$ cat src/rtl/ppu_pkg.sv
// Shared PPU-side definitions: register addresses, transfer length and the
// sprite DMA sequencer state encoding.
package ppu_pkg;

    // CPU write address that starts a sprite DMA; the data byte is the source page
    localparam logic [15:0] DMA_REG  = 16'h4014;
    // OAM data port driven on the bus during every put cycle
    localparam logic [15:0] OAM_REG  = 16'h2004;
    // Bytes per transfer; a power of two no larger than one page
    localparam int          XFER_LEN = 256;

    typedef enum logic [2:0] {
        DMA_IDLE,
        DMA_HALT,
        DMA_ALIGN,
        DMA_READ,
        DMA_WRITE
    } dma_state_t;

endpackage

$ cat src/rtl/oam_dma_ctrl.sv
// Sprite DMA sequencer: on a CPU write to $4014 it halts the CPU, then copies
// one page into OAM as alternating get (read page byte) / put (write $2004)
// bus cycles. Everything advances only on cpu_ce.
module oam_dma_ctrl
    import ppu_pkg::*;
(
    input  logic        clk,
    input  logic        rst_n,
    input  logic        cpu_ce,
    input  logic [15:0] cpu_addr,
    input  logic        cpu_rw,
    input  logic [7:0]  cpu_dout,
    input  logic [7:0]  bus_din,
    output logic        cpu_rdy,
    output logic        dma_active,
    output logic [15:0] dma_addr,
    output logic        dma_rw,
    output logic [7:0]  oam_din,
    output logic        oam_wr,
    output logic        busy
);

    // Index of the final byte; idx is 8 bits so the source never leaves the page
    localparam logic [7:0] IDX_LAST = 8'(XFER_LEN - 1);

    dma_state_t  state_q, state_d;
    logic [7:0]  idx_q, idx_d;
    logic [7:0]  page_q, page_d;
    logic        phase_q, phase_d;      // 0 = get cycle, 1 = put cycle
    logic [7:0]  oam_din_q, oam_din_d;
    logic [15:0] halt_addr_q, halt_addr_d;  // CPU address seen on the halt cycle

    logic dma_req;
    assign dma_req = !cpu_rw && (cpu_addr == DMA_REG);

    assign oam_din = oam_din_q;

    // State register: sequencer state plus index, page, parity and data latch
    always_ff @(posedge clk or negedge rst_n) begin
        if (!rst_n) begin
            state_q     <= DMA_IDLE;
            idx_q       <= '0;
            page_q      <= '0;
            phase_q     <= 1'b0;
            oam_din_q   <= '0;
            halt_addr_q <= '0;
        end else begin
            state_q     <= state_d;
            idx_q       <= idx_d;
            page_q      <= page_d;
            phase_q     <= phase_d;
            oam_din_q   <= oam_din_d;
            halt_addr_q <= halt_addr_d;
        end
    end

    // Next-state decode; nothing moves unless the CPU cycle strobe is present
    always_comb begin
        state_d     = state_q;
        idx_d       = idx_q;
        page_d      = page_q;
        phase_d     = phase_q;
        oam_din_d   = oam_din_q;
        halt_addr_d = halt_addr_q;
        if (cpu_ce) begin
            phase_d = ~phase_q;
            case (state_q)
                DMA_IDLE: begin
                    if (dma_req) begin
                        page_d  = cpu_dout;
                        idx_d   = '0;
                        state_d = DMA_HALT;
                    end
                end
                DMA_HALT: begin
                    // Only a read cycle can be stolen; writes pass through
                    if (cpu_rw) begin
                        halt_addr_d = cpu_addr;
                        // Next cycle parity is ~phase_q; a get needs no alignment
                        state_d     = phase_q ? DMA_READ : DMA_ALIGN;
                    end
                end
                DMA_ALIGN: begin
                    state_d = DMA_READ;
                end
                DMA_READ: begin
                    oam_din_d = bus_din;
                    state_d   = DMA_WRITE;
                end
                DMA_WRITE: begin
                    idx_d   = idx_q + 8'd1;
                    state_d = (idx_q == IDX_LAST) ? DMA_IDLE : DMA_READ;
                end
                default: begin
                    state_d = DMA_IDLE;
                end
            endcase
        end
    end

    // Output decode from the registered state
    always_comb begin
        cpu_rdy    = 1'b1;
        dma_active = 1'b0;
        dma_addr   = '0;
        dma_rw     = 1'b1;
        oam_wr     = 1'b0;
        busy       = 1'b0;
        case (state_q)
            DMA_HALT: begin
                cpu_rdy = 1'b0;
                busy    = 1'b1;
            end
            DMA_ALIGN: begin
                cpu_rdy    = 1'b0;
                busy       = 1'b1;
                dma_active = 1'b1;
                dma_addr   = halt_addr_q;
            end
            DMA_READ: begin
                cpu_rdy    = 1'b0;
                busy       = 1'b1;
                dma_active = 1'b1;
                dma_addr   = {page_q, idx_q};
            end
            DMA_WRITE: begin
                cpu_rdy    = 1'b0;
                busy       = 1'b1;
                dma_active = 1'b1;
                dma_addr   = OAM_REG;
                dma_rw     = 1'b0;
                oam_wr     = cpu_ce;
            end
            default: begin
            end
        endcase
    end

endmodule

$ cat config.mk
export PLATFORM = sky130hd
export DESIGN_NAME = oam_dma_ctrl
export DESIGN_NICKNAME = d
export VERILOG_FILES = /design/src/rtl/ppu_pkg.sv /design/src/rtl/oam_dma_ctrl.sv
export SDC_FILE = /design/constraint.sdc
export NUM_CORES = 1
export LEC_CHECK = 0
export ABC_AREA = 1
export CAP_MARGIN = 20
export CORE_ASPECT_RATIO = 2
export CORE_MARGIN = 3
export CORE_UTILIZATION = 51
export CTS_CLUSTER_SIZE = 40
export DETAILED_ROUTE_END_ITERATION = 10
export GPL_TIMING_DRIVEN = 0
export MAX_ROUTING_LAYER = met4
export PLACE_DENSITY = 0.84
export REMOVE_ABC_BUFFERS = 1
export SYNTH_ARGS = -nofsm -noshare
export SYNTH_HDL_FRONTEND = slang
export SYNTH_SLANG_ARGS = --single-unit
$ cat constraint.sdc
create_clock -name clk -period 2.9 [get_ports clk]
set_clock_uncertainty 0.1 [all_clocks]
set_input_delay 0.435 -clock clk [delete_from_list [all_inputs] [get_ports clk]]
set_output_delay 0.435 -clock clk [all_outputs]
set_load 0.05 [all_outputs]
After elaboration in Yosys (flattened, before gate mapping) --
Cells that the tools add are included.
Word-level totals: input bits 36, logic and storage cells 40, output and inout port bits 29, flip-flop bits (word level) 44
Operators by class: reduce and logical (&&, ||, !) cells 11, multiplexer cells 13, add/subtract/negate cells 1, bitwise operators 1, eq/ne operators 8
Operators by type and width (count):
- 16-bit one-hot mux with 3 select lines | 1
- 16-bit by 15-bit equality test with 1-bit output, second input constant | 1
- 8-bit one-hot mux with 2 select lines | 1
- 3-bit one-hot mux with 5 select lines | 1
- 3-bit AND reduction | 4
- 8-bit by 1-bit adder with 8-bit output, second input constant | 1
- 8-bit equality test, second input constant | 1
- 8-bit two-way mux | 1
- 3-bit by 2-bit equality test with 1-bit output, second input constant | 2
- 1-bit two-way mux | 6
- 3-bit two-way mux | 2
- 2-bit inequality test, second input constant | 2
- 4-bit OR reduction | 1
- 3-bit by 1-bit equality test with 1-bit output, second input constant | 1
- 3-bit equality test, second input constant | 1
- 3-bit logical NOT | 1
- 3-bit OR reduction | 1
- 2-bit two-way mux | 1
- 2-bit AND reduction | 1
- 2-bit nonzero test | 1
- 1-bit logical AND | 1
- 1-bit logical NOT | 1
- 1-bit NOT | 1

Depth between registers and ports, before layout --
depth after elaboration 4, gate-level depth with buffers 9, mapped depth without buffers 9

Worst setup path after synthesis --
OpenSTA, ideal clock, no wires.
path type flip-flop to output port, start register state_q[1], end output busy, setup slack -0.030 ns, stages on the path, launching flop included 6, required time 2.365 ns, arrival 2.395 ns, buffers on the path 0, cells stage by stage dfrtp_1 -> inv_1 -> nand2_2 -> a21oi_1 -> nor2_1 -> inv_1
Between the ends: longest elaborated chain between the ends 3, elaborated cells between the ends (all ways) 6, those cells by class 4 x eq/ne; 1 x mux; 1 x reduce/logical
RTL lines:
- from (decl) | RTL line oam_dma_ctrl.sv:26 | dma_state_t state_q, state_d;
- from (signal assigned) | RTL line oam_dma_ctrl.sv:48 | state_q <= state_d;
- 3-bit by 1-bit equality test with 1-bit output, or another cell as far along | RTL line oam_dma_ctrl.sv:109 | case (state_q)
- 4-bit OR reduction (no line) *
- 1-bit two-way mux * | RTL line oam_dma_ctrl.sv:109
- to (decl) | RTL line oam_dma_ctrl.sv:20 | output logic busy
Mark *: on every way between the ends. The rest lies on a longest branch, timed or not.

Final worst setup path --
start input cpu_ce, end output oam_wr
Between the ends: longest elaborated chain between the ends 1
RTL lines:
- from (decl) | RTL line oam_dma_ctrl.sv:9 | input logic cpu_ce,
- 1-bit two-way mux | RTL line oam_dma_ctrl.sv:109
- to (decl) | RTL line oam_dma_ctrl.sv:19 | output logic oam_wr,
No other way between the ends.

==> impl_metrics.py <==
metrics = {
    "global_routing": {
        "grt_pass1_vias": 2029,
        "grt_start_max_net_pins": 35,
        "grt_overflow": 0,
        "track_usage_pct": 23.39,
        "grt_pass1_wl_um": 9004,
        "grt_antenna_before_repair": 0,
    },
    "floorplan": {
        "pin_count": 65,
        "fp.dieArea_sq_mm": 0.005316,
        "core_sq_mm": 0.004170,
        "die_w_um": 53.08,
        "fp.dieH_um": 100.2,
        "rows": 33,
        "initial_core_util_pct": 54.22,
    },
    "route": {
        "vias_per_cell": 5.165,
        "drtPass1Iterations": 4,
        "wl_um": 5480,
        "ant_nets": 0,
        "drc_errors": 0,
        "wl_per_cell_um": 14.38,
        "num_vias": 1968,
        "drt_iter0_drc": 47,
    },
    "critical_path": {
        "required_ns": 2.37,
        "r2r-start": "state_q[2]$_DFFE_PN0P_",
        "arrival_ns": 2.19,
        "crit_type": "in2out",
        "worstSetupEndpointType": "output pin",
        "regToRegSetupSlack_ns": 1.21,
        "r2r-end": "halt_addr_q[12]$_DFFE_PN0P_",
        "r2r_cells": 5,
        "cp-start-kind": "input pin",
        "crit_fanout": 8,
    },
    "placement": {
        "dpl_worst_slack_ns": -0.1080,
        "place_hpwl_um": 4113,
        "io_buffers": 64,
        "place.gp.congestion": 0.8168,
    },
    "yosys": {
        "synth_cell_type_count": 28,
        "synth-edff-count": 0,
        "synth_area_per_cell_sq_um": 8.797,
        "synth_most_common_cell": "nand2_1",
        "syn_area_sq_mm": 0.002261,
        "yosysWarnings": 0,
        "syn-instance-count": 257,
        "synth_commonest_cells": "nand2_1, dfrtp_1, inv_1",
        "yosysSeqAreaShare_pct": 48.70,
        "synthArstFlopShare_pct": 100.0,
        "ys_seq_elements": 44,
        "yosys.area.top_type": "dfrtp_1",
        "synth.top_cell.area_share_pct": 48.70,
        "synth_area_leaders": "dfrtp_1, nand2_1, mux2_2",
        "ys.flop_type": "dfrtp_1",
    },
    "finish": {
        "antennaDiodeCount": 0,
        "fillCellCount": 315,
        "multi_input_area_sq_mm": 0.001005,
        "regArea_sq_mm": 0.001101,
        "syn_to_final_growth_pct": 36.03,
        "drive_gt1_share_pct": 13.68,
        "finish.net_count": 365,
    },
    "power_and_ir_drop": {
        "leakage_nw": 1.577,
        "max-vdd-ir-drop_mv": 1.099,
        "power.density_mw_per_mm2": 964.6,
    },
    "sta": {
        "min_period_over_period_pct": 93.88,
        "setup_slack_ns": 0.1774,
        "final.setup.tns_ns": 0,
        "finalMaxSlewViolations": 0,
        "setup_viol": 0,
        "worst_slew_pin_slew_ns": 0.5220,
        "finalHoldViolCount": 0,
        "fin_crit_ns": 2.723,
        "rsz0062_at_grt": "false",
        "slew-limit-headroom_pct": 65.09,
        "max_freq_ghz": 0.3673,
    },
    "clock_network": {
        "clock_path_buffers": 2,
        "ctsHtreeMaxLevel": 2,
        "cts_buffers": 5,
        "clk_pin_slew_ns": 0.07,
        "insertion_delay_ns": 0.30,
        "cts_root_buffer": "clkbuf_8",
        "cts_sinks": 44,
        "cts_tree": "built",
    },
    "hold_path": {
        "min_from": "page_q[3]$_DFFE_PN0P_",
        "whs_endpoint": "page_q[3]$_DFFE_PN0P_",
        "hp-class": "reg2reg",
        "holdPathStages": 2,
    },
    "run": {
        "cap_violations": 0,
    },
    "status": {
        "outcome": "finished, final reports clean",
    },
}
[cell families after synthesis]
logic type,synth area share (%)
and+or+nand+nor,25.68
muxes,9.463
AOI/OAI and AO/OA,8.356
xor gates and xnor gates,0.3875
buffers and inverters,6.862
adders and majority gates,0.5533
DFF,48.70
[registers in the layout, summed over array words and instances (netlist names)]
signal / flops
page_q: 8
halt_addr_q: 16
oam_din: 8
phase_q: 1
idx_q: 8
state_q: 3
[what timing repair did]
action	4_1_cts	5_1_grt
hold endpoints to repair	10	0
hold buffers	1	0
pin swaps	0	0
setup endpoints to repair	17	5
buffers inserted	0	3
resized for setup	14	4
[power by group]
part | leakage [nW] | switching, mW | total [mW] | internal, mW
combinational | 0.961 | 1.04 | 1.62 | 0.579
clock | 0.0455 | 0.198 | 0.393 | 0.194
sequential | 0.570 | 0.143 | 0.956 | 0.813
total | 1.58 | 1.38 | 2.97 | 1.59
[per-stage QoR]
stage	instances	hold WS, ns	instance area [sq um]	power [mW]	util [%]
after detailed placement	369	0.2292	2943	2.578	70.57
final	381	0.3844	3075	2.967	73.75
after global routing	381	0.3977	3075	3.129	73.75
after CTS	378	0.3829	3030	2.949	72.67
after global placement	368	0.3572	2928	2.545	70.21
after floorplan	252	0.03941	2222	2.042	-
[cell usage in the layout, fill, tap and decap left out, drive strengths merged, types with 4 or more instances in the layout]
master and instances:
o21ai 21, dlygate4sd2 13, nand2 80, inv 30
nand3 21, clkdlybuf4s50 46, clkbuf 8, dlymetal6s2s 4
dfrtp 44, nor3 4, a22o 7, mux2 17
nor2 17, buf 5
[cell type report]
cell class                      count  share of cell area, %
Tap cell                           52                  2.116
Clock buffer                        8                  2.929
Sequential cell                    44                  35.80
Multi-Input combinational cell    177                  32.67
Inverter                           31                  3.906
Timing Repair Buffer               69                  22.58
[worst max path at each step]
| stage | cells after the start | to | slack, ns | start |
|---|---|---|---|---|
| 3_3_place_gp | 4 | oam_wr | -0.10 | cpu_ce |
| 2_1_floorplan | 5 | busy | -0.03 | state_q[1]$_DFFE_PN0P_ |
| 6_report | 4 | oam_wr | 0.18 | cpu_ce |
| 4_1_cts | 6 | dma_addr[6] | 0.003 | state_q[2]$_DFFE_PN0P_ |
| 3_5_place_dp | 4 | oam_wr | -0.11 | cpu_ce |
| 5_1_grt | 4 | oam_wr | 0.09 | cpu_ce |
[per-layer routing]
metal  track usage [%]  vias to the layer above  share of wire, %
met5                 -                        -                 0
met4             9.055                        0               2.2
met3             4.160                       11               4.3
met2             40.71                       51                57
met1             25.49                      938                37
li1                  -                      968                 -
[critical path, cell delays in order]
cell	delay [ns]
clkdlybuf4s50_1	0.72
inv_1	0.21
nor2_4	0.26
dlygate4sd2_1	0.56
Note: power is estimated with default switching activity, not from simulation.
